$ cat config.mk
export PLATFORM = sky130hd
export DESIGN_NAME = out_stage_monitor
export DESIGN_NICKNAME = d
export VERILOG_FILES = /design/src/rtl/out_mon_pkg.sv /design/src/rtl/out_mon_window.sv /design/src/rtl/out_stage_monitor.sv
export SDC_FILE = /design/constraint.sdc
export NUM_CORES = 1
export LEC_CHECK = 0
export BUFFER_PORTS_ARGS = -buffer_cell sky130_fd_sc_hd__buf_4
export CAP_MARGIN = 20
export CORE_UTILIZATION = 45
export CTS_BUF_LIST = sky130_fd_sc_hd__clkbuf_16
export CTS_CLUSTER_DIAMETER = 30
export DETAILED_ROUTE_END_ITERATION = 10
export PLACE_DENSITY = 0.69
export SETUP_SLACK_MARGIN = 0.5
export SLEW_MARGIN = 20
export SYNTH_ARGS = -nofsm -noshare
export SYNTH_HDL_FRONTEND = slang
export SYNTH_SLANG_ARGS = --single-unit
$ cat constraint.sdc
create_clock -name clk -period 6.1 [get_ports clk]
set_input_delay 0.305 -clock clk [delete_from_list [all_inputs] [get_ports clk]]
set_output_delay 0.305 -clock clk [all_outputs]
set_load 0.005 [all_outputs]
$ cat src/rtl/out_mon_pkg.sv
// Shared types and default parameters for the out-stage monitor.
package out_mon_pkg;

  // Default sample width, matching the upstream out stream.
  localparam int DW_DEFAULT = 11;

  // Default log2 of the averaging window depth (window of 4 samples).
  localparam int WIN_LOG2_DEFAULT = 2;

  // Window fill state: empty, partially filled, full and sliding.
  typedef enum logic [1:0] {
    IDLE = 2'd0,
    FILL = 2'd1,
    RUN  = 2'd2
  } mon_state_t;

endpackage : out_mon_pkg

$ cat src/rtl/out_mon_window.sv
// Sample window for the out-stage monitor: an N-entry shift register
// with a running sum.
// The oldest entry is only subtracted once the window is full, so the
// sum stays exact while the window is still filling.
module out_mon_window
  import out_mon_pkg::*;
#(
  parameter int DW       = DW_DEFAULT,
  parameter int WIN_LOG2 = WIN_LOG2_DEFAULT
) (
  input  logic          clk,
  input  logic          rst,
  input  logic          clr,
  input  logic          shift,
  input  logic          run,
  input  logic [DW-1:0] in_data,
  output logic [DW-1:0] avg_next
);

  localparam int N  = 1 << WIN_LOG2;
  localparam int SW = DW + WIN_LOG2;

  logic [DW-1:0] win [N];
  logic [SW-1:0] sum;
  logic [SW-1:0] sum_next;
  logic [DW-1:0] oldest;

  // Tap the entry that leaves the window on this accept.
  // Subtract first so the intermediate value never exceeds the final sum.
  always_comb begin
    oldest   = run ? win[N-1] : '0;
    sum_next = sum - SW'(oldest) + SW'(in_data);
    avg_next = sum_next[SW-1:WIN_LOG2];
  end

  // Shift the new sample in on each accept; clear empties the window.
  always_ff @(posedge clk) begin
    if (rst || clr) begin
      for (int i = 0; i < N; i++) begin
        win[i] <= '0;
      end
      sum <= '0;
    end else if (shift) begin
      for (int i = N - 1; i > 0; i--) begin
        win[i] <= win[i-1];
      end
      win[0] <= in_data;
      sum    <= sum_next;
    end
  end

endmodule : out_mon_window

$ cat src/rtl/out_stage_monitor.sv
// Out-stage monitor: windowed average, peak tracking and a threshold
// alarm on the out result stream.
// clr beats in_valid, and rst beats both.
module out_stage_monitor
  import out_mon_pkg::*;
#(
  parameter int DW        = DW_DEFAULT,
  parameter int WIN_LOG2  = WIN_LOG2_DEFAULT,
  parameter int ALARM_CNT = 3
) (
  input  logic                clk,
  input  logic                rst,
  input  logic                in_valid,
  input  logic [DW-1:0]       in_data,
  input  logic                clr,
  input  logic [DW-1:0]       thresh,
  output logic                avg_valid,
  output logic [DW-1:0]       avg_out,
  output logic [DW-1:0]       peak_out,
  output logic                alarm,
  output logic [WIN_LOG2:0]   fill_cnt
);

  localparam int N  = 1 << WIN_LOG2;
  localparam int FW = WIN_LOG2 + 1;
  localparam int HW = $clog2(ALARM_CNT + 1);

  mon_state_t    state_q;
  mon_state_t    state_d;
  logic [FW-1:0] fill_d;
  logic          accept;
  logic          new_avg;
  logic [DW-1:0] avg_next;
  logic [DW-1:0] peak_d;
  logic [HW-1:0] hi_cnt;
  logic [HW-1:0] hi_d;

  assign accept = in_valid && !clr;

  out_mon_window #(
    .DW       (DW),
    .WIN_LOG2 (WIN_LOG2)
  ) u_window (
    .clk      (clk),
    .rst      (rst),
    .clr      (clr),
    .shift    (accept),
    .run      (state_q == RUN),
    .in_data  (in_data),
    .avg_next (avg_next)
  );

  // Next state and fill count; without an accept everything holds.
  always_comb begin
    state_d = state_q;
    fill_d  = fill_cnt;
    if (clr) begin
      state_d = IDLE;
      fill_d  = '0;
    end else if (in_valid) begin
      case (state_q)
        IDLE: begin
          fill_d  = FW'(1);
          state_d = (N == 1) ? RUN : FILL;
        end
        FILL: begin
          fill_d  = fill_cnt + FW'(1);
          state_d = (fill_cnt + FW'(1) == FW'(N)) ? RUN : FILL;
        end
        RUN: begin
          fill_d  = fill_cnt;
          state_d = RUN;
        end
        default: begin
          fill_d  = '0;
          state_d = IDLE;
        end
      endcase
    end
  end

  // State and fill count registers.
  always_ff @(posedge clk) begin
    if (rst) begin
      state_q  <= IDLE;
      fill_cnt <= '0;
    end else begin
      state_q  <= state_d;
      fill_cnt <= fill_d;
    end
  end

  // A new average exists whenever an accept leaves the window full.
  // The over-threshold run length saturates at ALARM_CNT.
  always_comb begin
    new_avg = accept && (fill_d == FW'(N));
    peak_d  = (in_data > peak_out) ? in_data : peak_out;
    hi_d    = '0;
    if (avg_next > thresh) begin
      hi_d = (hi_cnt == HW'(ALARM_CNT)) ? hi_cnt : hi_cnt + HW'(1);
    end
  end

  // Output registers: average, alarm and peak, all zeroed by rst or clr.
  always_ff @(posedge clk) begin
    if (rst || clr) begin
      avg_valid <= 1'b0;
      avg_out   <= '0;
      peak_out  <= '0;
      hi_cnt    <= '0;
      alarm     <= 1'b0;
    end else begin
      avg_valid <= new_avg;
      if (new_avg) begin
        avg_out <= avg_next;
        hi_cnt  <= hi_d;
        alarm   <= (hi_d == HW'(ALARM_CNT));
      end
      if (accept) begin
        peak_out <= peak_d;
      end
    end
  end

endmodule : out_stage_monitor

==> results of run 1 <==
-- worst paths after layout --
path	slack [ps]	start	to	cells after the start
worst max-delay path	1830	state_q[0]	hi_cnt[1]	16
worst min register to register	460	alarm	alarm	2
worst max register to register	1830	state_q[0]	hi_cnt[1]	16
worst min-delay path	220	in_data[5]	peak_out[5]	3
-- stage by stage --
stage,cell area [µm²],total power [W]
2_1_floorplan,4880,0.000924
3_3_place_gp,5390,0.00101
4_1_cts,5650,0.00153
6_report,5650,0.00152
3_5_place_dp,5390,0.00102
5_1_grt,5650,0.00160
-- sequential cells by signal, indices dropped and copies added (netlist names) --
signal        flops
alarm             1
u_window.sum     13
fill_cnt          3
state_q           2
u_window.win     44
avg_out          11
peak_out         11
hi_cnt            2
avg_valid         1
-- placed cells by master, fill, tap and decap left out, types with 4 or more instances in the layout --
cell,Yosys,routed
a211oi_1,6,6
a21o_1,4,4
a21oi_1,23,23
a22o_1,4,4
and2_1,44,44
buf_4,2,55
clkbuf_16,0,9
dfxtp_1,44,44
edfxtp_1,44,44
fa_1,11,11
ha_1,37,37
inv_1,69,70
mux2i_1,13,13
nand2_1,42,42
nand3_1,11,11
nor2_1,33,32
nor2b_1,4,4
nor3_1,15,15
o21a_1,4,4
o21ai_0,15,15
xnor2_1,9,9
-- cell families (layout without fill, tap and decap cells) --
group,after synthesis,count (layout),share of synthesized area
multiplexers,13,13,0.0266
adder cells (fa/ha/maj),48,48,0.140
flip-flops,88,88,0.451
AO/OA/AOI/OAI,83,83,0.117
AND/OR/NAND/NOR,171,171,0.177
XOR/XNOR,10,10,0.0179
buffers and inverters,87,141,0.0712
-- where the power goes --
part           internal (W)  switching (W)  total (W)
registers          0.000643     0.00000870   0.000651
clock network      0.000272       0.000234   0.000506
logic              0.000143       0.000217   0.000361
total               0.00106       0.000460    0.00152
-- layout make-up --
type                    instances  share of cell area
flip-flops and latches         88               0.390
clock buffers                   9              0.0399
repair buffers                 55              0.0731
well taps                     136              0.0301
inverters                      70              0.0465
multi-input cells             325               0.414
clock inverters                 7             0.00709
-- layer usage --
metal	share of wire	GRT usage	vias to the layer above
met4	0.021	0.0913	0
met5	0	0	-
met3	0.039	0.0392	18
met2	0.48	0.320	88
li1	-	-	1797
met1	0.46	0.242	1751
-- worst max-delay path, stage by stage (launching register included) --
cell and delay, ps:
dfxtp_1 430, and2b_2 330, and2_1 190, fa_1 470
inv_1 70, fa_1 480, a211oi_2 270, nor2_1 110
o22ai_1 190, nand2_1 140, xnor2_1 190, xnor2_1 150
ha_1 280, and4_1 200, a41oi_1 300, nand2_1 100
a211oi_1 260
==> impl_metrics.csv, run 1 <==
group,metric,value,unit
global_route,overflow,0,
global_route,track_usage,0.193,
clocking,clk_latency,350,ps
synthesis,synth_seq_cells,88,
clocking,cts_buffers,9,
critical_path,path_class,"register to register",
synthesis,synth-seq-area-share,0.451,
timing,min_period_over_period,0.700,
power,p_leak,2.42,nW
clocking,clock_path_buffers,2,
global_route,grt_max_degree,39,
timing,fin_crit,4270,ps
floorplan,die_h,106,µm
route,num_vias,3654,
synthesis,ys_async_sr_fraction,0,
job,cap_viol_max_count,0,
clocking,ctsResizeCount,0,
floorplan,num_rows,37,
synthesis,synth.most_common_cell,"inv_1",
synthesis,syn_area_per_cell,9.77,µm²
route,wl,10100,µm
final_layout,seq_area,2200,µm²
synthesis,synth_area,4880,µm²
timing,drv_slew,0,
floorplan,die_area,11300,µm²
floorplan,start_util,0.469,
route,post-route-drc-count,0,
timing,fin_skew,7.42,ps
synthesis,netlist_instances,500,
timing,fmax,0.234,GHz
final_layout,layout.cells.non_filler,690,
clocking,cts_tree,"done",
global_route,grt_pass1_vias,3536,
synthesis,yosysTopAreaCell,"edfxtp_1",
synthesis,synth_cell_types,55,
final_layout,final_nets,623,
clocking,cts_hold_buf,0,
synthesis,yosysWarnings,0,
timing,finalHoldViolCount,0,
route,ant_nets,0,
route,drt_iter0_markers,160,
placed_design,place.gp.congestion,0.854,
global_route,grt_pass1_wl,16800,µm
final_layout,area_growth_syn_to_layout,15.7,%
route,drt_first_pass_iters,4,
critical_path,cp.required,6350,ps
timing,setup_ws,1830,ps
synthesis,synthTopCellsByArea,"edfxtp_1 (27%), dfxtp_1 (18%), ha_1 (9.5%)",
floorplan,top_level_ports,53,
clocking,clkTransAtPathRegs,60,ps
synthesis,ys_top_cells_by_count,"inv_1 (69), and2_1 (44), dfxtp_1 (44), edfxtp_1 (44), nand2_1 (42)",
worst_hold_path,hold_class,"input port to register",
power,peakVddDrop,0.134,mV
timing,worstMarginPinSlew,901,ps
final_layout,multi_input_comb_area,2340,µm²
timing,setup_violations,0,
global_route,antenna_found_initial,0,
power,powerDensity,269,nW/µm²
final_layout,num-fill-cells,951,
timing,slew_headroom,0.399,
clocking,cts.sinks,88,
synthesis,netlist.area_leader.share,0.270,
critical_path,end_kind,"register",
clocking,cts_max_level,3,
floorplan,die_w,106,µm
critical_path,cp.arrival,4520,ps
route,wl_per_cell,14.6,µm
clocking,post_cts_buffers,0,
final_layout,num_antenna_cells,0,
synthesis,synth_fp_nets,574,
synthesis,synth-edff-count,44,
floorplan,core-area,10400,µm²
placed_design,place.detailed.hpwl,7320,µm
timing,grt_setup_unrepaired,"false",
synthesis,ys.flop_type,"edfxtp_1",
timing,whs,222,ps
outcome,status,"finished, final reports clean",
placed_design,dp.cells,674,
critical_path,crit_fanout,13,
final_layout,drive_gt1_frac,0.143,
final_layout,finish.utilization,0.542,
timing,tns,0,ps
placed_design,pre_cts_slack,1890,ps
placed_design,io_buffer_count,52,
clocking,cts-root-buf,"clkbuf_16",
critical_path,startpoint_type,"register",
route,drt-vias-per-instance,5.30,
Note: power is estimated with default switching activity, not from simulation.
==> run 2, diff against run 1 <==
--- a/config.mk
+++ b/config.mk
@@ -5,13 +5,14 @@
 export SDC_FILE = /design/constraint.sdc
 export NUM_CORES = 1
 export LEC_CHECK = 0
+export ABC_AREA = 1
 export BUFFER_PORTS_ARGS = -buffer_cell sky130_fd_sc_hd__buf_4
 export CAP_MARGIN = 20
 export CORE_UTILIZATION = 45
 export CTS_BUF_LIST = sky130_fd_sc_hd__clkbuf_16
 export CTS_CLUSTER_DIAMETER = 30
 export DETAILED_ROUTE_END_ITERATION = 10
-export PLACE_DENSITY = 0.69
+export PLACE_DENSITY = 0.71
 export SETUP_SLACK_MARGIN = 0.5
 export SLEW_MARGIN = 20
 export SYNTH_ARGS = -nofsm -noshare
==> constraint.sdc (replaced) <==
create_clock -name clk -period 3.6 [get_ports clk]
set_input_delay 0.18 -clock clk [delete_from_list [all_inputs] [get_ports clk]]
set_output_delay 0.18 -clock clk [all_outputs]
set_load 0.005 [all_outputs]
==> impl_metrics.csv, run 2 <==
group,metric,value,unit
job,cap_viol_max_count,0,
placed_design,place.gp.congestion,0.878,
synthesis,ys.flop_type,"edfxtp_1",
synthesis,synth_seq_cells,88,
route,post-route-drc-count,0,
synthesis,synthTopCellsByArea,"edfxtp_1 (25%), dfxtp_1 (17%), inv_1 (12%)",
worst_hold_path,hold_class,"input port to register",
global_route,antenna_found_initial,0,
clocking,clk_latency,350,ps
final_layout,regMostFlops,"u_window.win",
placed_design,place.detailed.hpwl,8250,µm
critical_path,worstPathCellList,"inv_8 -> nand2_8 -> nor2_4 -> fa_1 -> inv_2 -> ha_4 -> nand2_4 -> nand3_4 -> nand2_2 -> nand2_2 -> xor2_2 -> ha_1 -> nand4_1 -> nor2_4 -> nand4_1 -> nand3_1 -> nand2_1 -> nand2_1 -> inv_1",
timing,tns,0,ps
critical_path,cp.required,3850,ps
final_layout,design_area,6810,µm²
global_route,grt_pass1_vias,4239,
route,num_vias,4356,
global_route,grt_pass1_wl,19600,µm
timing,setup_violations,0,
timing,worstMarginPinSlew,940,ps
clocking,cts_hold_buf,0,
power,p_leak,3.09,nW
synthesis,synth_fp_nets,754,
route,met1_length,5380,µm
route,wl_per_cell,13.8,µm
clocking,cts-root-buf,"clkbuf_16",
critical_path,crit_slowest_cell,"fa_1",
power,peakVddDrop,0.332,mV
worst_hold_path,worstHoldPathCells,2,
final_layout,final_nets,821,
final_layout,final_cell_mix,"inv_1 (147), nand2_1 (107), buf_4 (71)",
timing,fin_crit,3150,ps
route,wl,12400,µm
clocking,clock_path_buffers,2,
final_layout,drive_gt1_frac,0.309,
timing,drv_slew,0,
critical_path,worst-path-buf-inv,3,
timing,grt_setup_unrepaired,"true",
global_route,grt_max_degree,54,
global_route,overflow,0,
critical_path,cp.depth,19,
critical_path,rrSetupSlack,450,ps
route,drt-vias-per-instance,4.88,
outcome,status,"finished, final reports clean",
floorplan,num_rows,38,
power,seqPwrFrac,0.358,
final_layout,largestRegisters,"u_window.win: 44 flops, u_window.sum: 13 flops",
timing,min_period_over_period,0.874,
critical_path,startpoint_type,"register",
floorplan,die_h,110,µm
route,drt_iter0_markers,161,
power,p_sw_frac,0.334,
clocking,clkTransAtPathRegs,70,ps
floorplan,die_w,110,µm
timing,finalHoldViolCount,0,
synthesis,synth_cell_types,27,
synthesis,yosysWarnings,0,
synthesis,synth-edff-count,44,
power,p_clk_frac,0.305,
critical_path,crit_fanout,6,
clocking,cts_max_level,3,
critical_path,timing.critical_path.max_delay_family,"simple AND/OR/NAND/NOR gates",
synthesis,netlist.area_leader.share,0.254,
route,top_layer_used,"met4",
final_layout,largest_register_ffs,44,
timing,whs,34.0,ps
synthesis,ys_async_sr_fraction,0,
timing,fin_skew,5.96,ps
floorplan,core-area,11100,µm²
synthesis,syn_area_per_cell,7.66,µm²
floorplan,top_level_ports,53,
synthesis,synth.most_common_cell,"inv_1",
final_layout,num_antenna_cells,0,
final_layout,layout_commonest_cell,"inv_1",
placed_design,detailed_place.area,5730,µm²
synthesis,ys_top_cells_by_count,"inv_1 (168), nand2_1 (146), nor2_1 (82)",
placed_design,io_buffer_count,52,
synthesis,netlist_instances,680,
final_layout,finish.utilization,0.614,
clocking,cts.sinks,88,
floorplan,start_util,0.470,
clocking,cts_buffers,9,
power,p_int,0.00206,W
timing,slew_headroom,0.373,
power,combinationalPowerShare,0.337,
route,ant_nets,0,
timing,fmax,0.318,GHz
critical_path,cp.arrival,3390,ps
synthesis,yosysTopAreaCell,"edfxtp_1",
global_route,track_usage,0.216,
synthesis,synth-seq-area-share,0.423,
final_layout,num-fill-cells,922,
critical_path,path_class,"register to register",
final_layout,area_growth_syn_to_layout,30.7,%
power,p_total,0.00309,W
route,wl_met2,6180,µm
clocking,cts_tree,"done",
route,drt_first_pass_iters,4,
critical_path,end_kind,"register",
critical_path,rr_worst_depth,19,
power,powerDensity,454,nW/µm²
critical_path,slowest_delay,520,ps
route,wl_met3,429,µm
floorplan,die_area,12000,µm²
synthesis,synth_area,5210,µm²
power,power.switching,0.00103,W
run 2: cell type report:
class | count | area (µm²) | share of cell area
well taps | 140 | 175 | 0.0257
clock inverters | 7 | 71.3 | 0.0105
inverters | 173 | 659 | 0.0969
multi-input cells | 404 | 2930 | 0.431
repair buffers | 71 | 533 | 0.0783
clock buffers | 9 | 225 | 0.0331
flip-flops and latches | 88 | 2210 | 0.325
run 2: power groups by stage:
stage | sequential [W] | clock (W) | combinational (W)
2_1_floorplan | 0.00113 | 0 | 0.000473
3_3_place_gp | 0.00113 | 0 | 0.000646
3_5_place_dp | 0.00113 | 0 | 0.000662
4_1_cts | 0.00111 | 0.000957 | 0.000776
5_1_grt | 0.00111 | 0.000990 | 0.00116
6_report | 0.00111 | 0.000943 | 0.00104
run 2: logic make-up (layout without fill, tap and decap cells):
| logic type | after synthesis | count (layout) | synth area share |
|---|---|---|---|
| buffers and inverters | 189 | 260 | 0.142 |
| AOI/OAI and AO/OA | 55 | 55 | 0.0548 |
| xor gates and xnor gates | 6 | 6 | 0.0101 |
| adders and majority gates | 48 | 48 | 0.131 |
| DFF | 88 | 88 | 0.423 |
| and+or+nand+nor | 294 | 295 | 0.239 |
run 2: repair_timing:
action	CTS	global route
buffers inserted	6	8
cloned	1	0
gates resized for setup	44	109
setup endpoints to repair	3	3
pin swaps	10	38
run 2: worst register-to-register path: cells and delay by family, from the launching register on:
family	cells	cell delay [ps]
buffers and inverters	3	150
AND/OR/NAND/NOR	12	1180
adder cells (fa/ha/maj)	3	1140
flip-flops	1	380
XOR/XNOR	1	190
run 2: worst paths after layout:
kind | startpoint | end
setup / recovery | state_q[0] | hi_cnt[0]
setup reg to reg | state_q[0] | hi_cnt[0]
hold reg to reg | avg_out[2] | avg_out[2]
hold / removal | rst | fill_cnt[0]
run 2: routing by layer:
metal	track usage	vias to the layer above
met3	0.0403	31
met5	0	-
met1	0.277	2033
li1	-	2199
met4	0.0771	0
met2	0.362	93
run 2: metrics by stage:
step / setup WS [ps] / cells
after floorplan: 512 / 680
after global placement: 177 / 861
after detailed placement: 43.9 / 861
after CTS: 511 / 884
after global routing: 268 / 892
final: 454 / 892
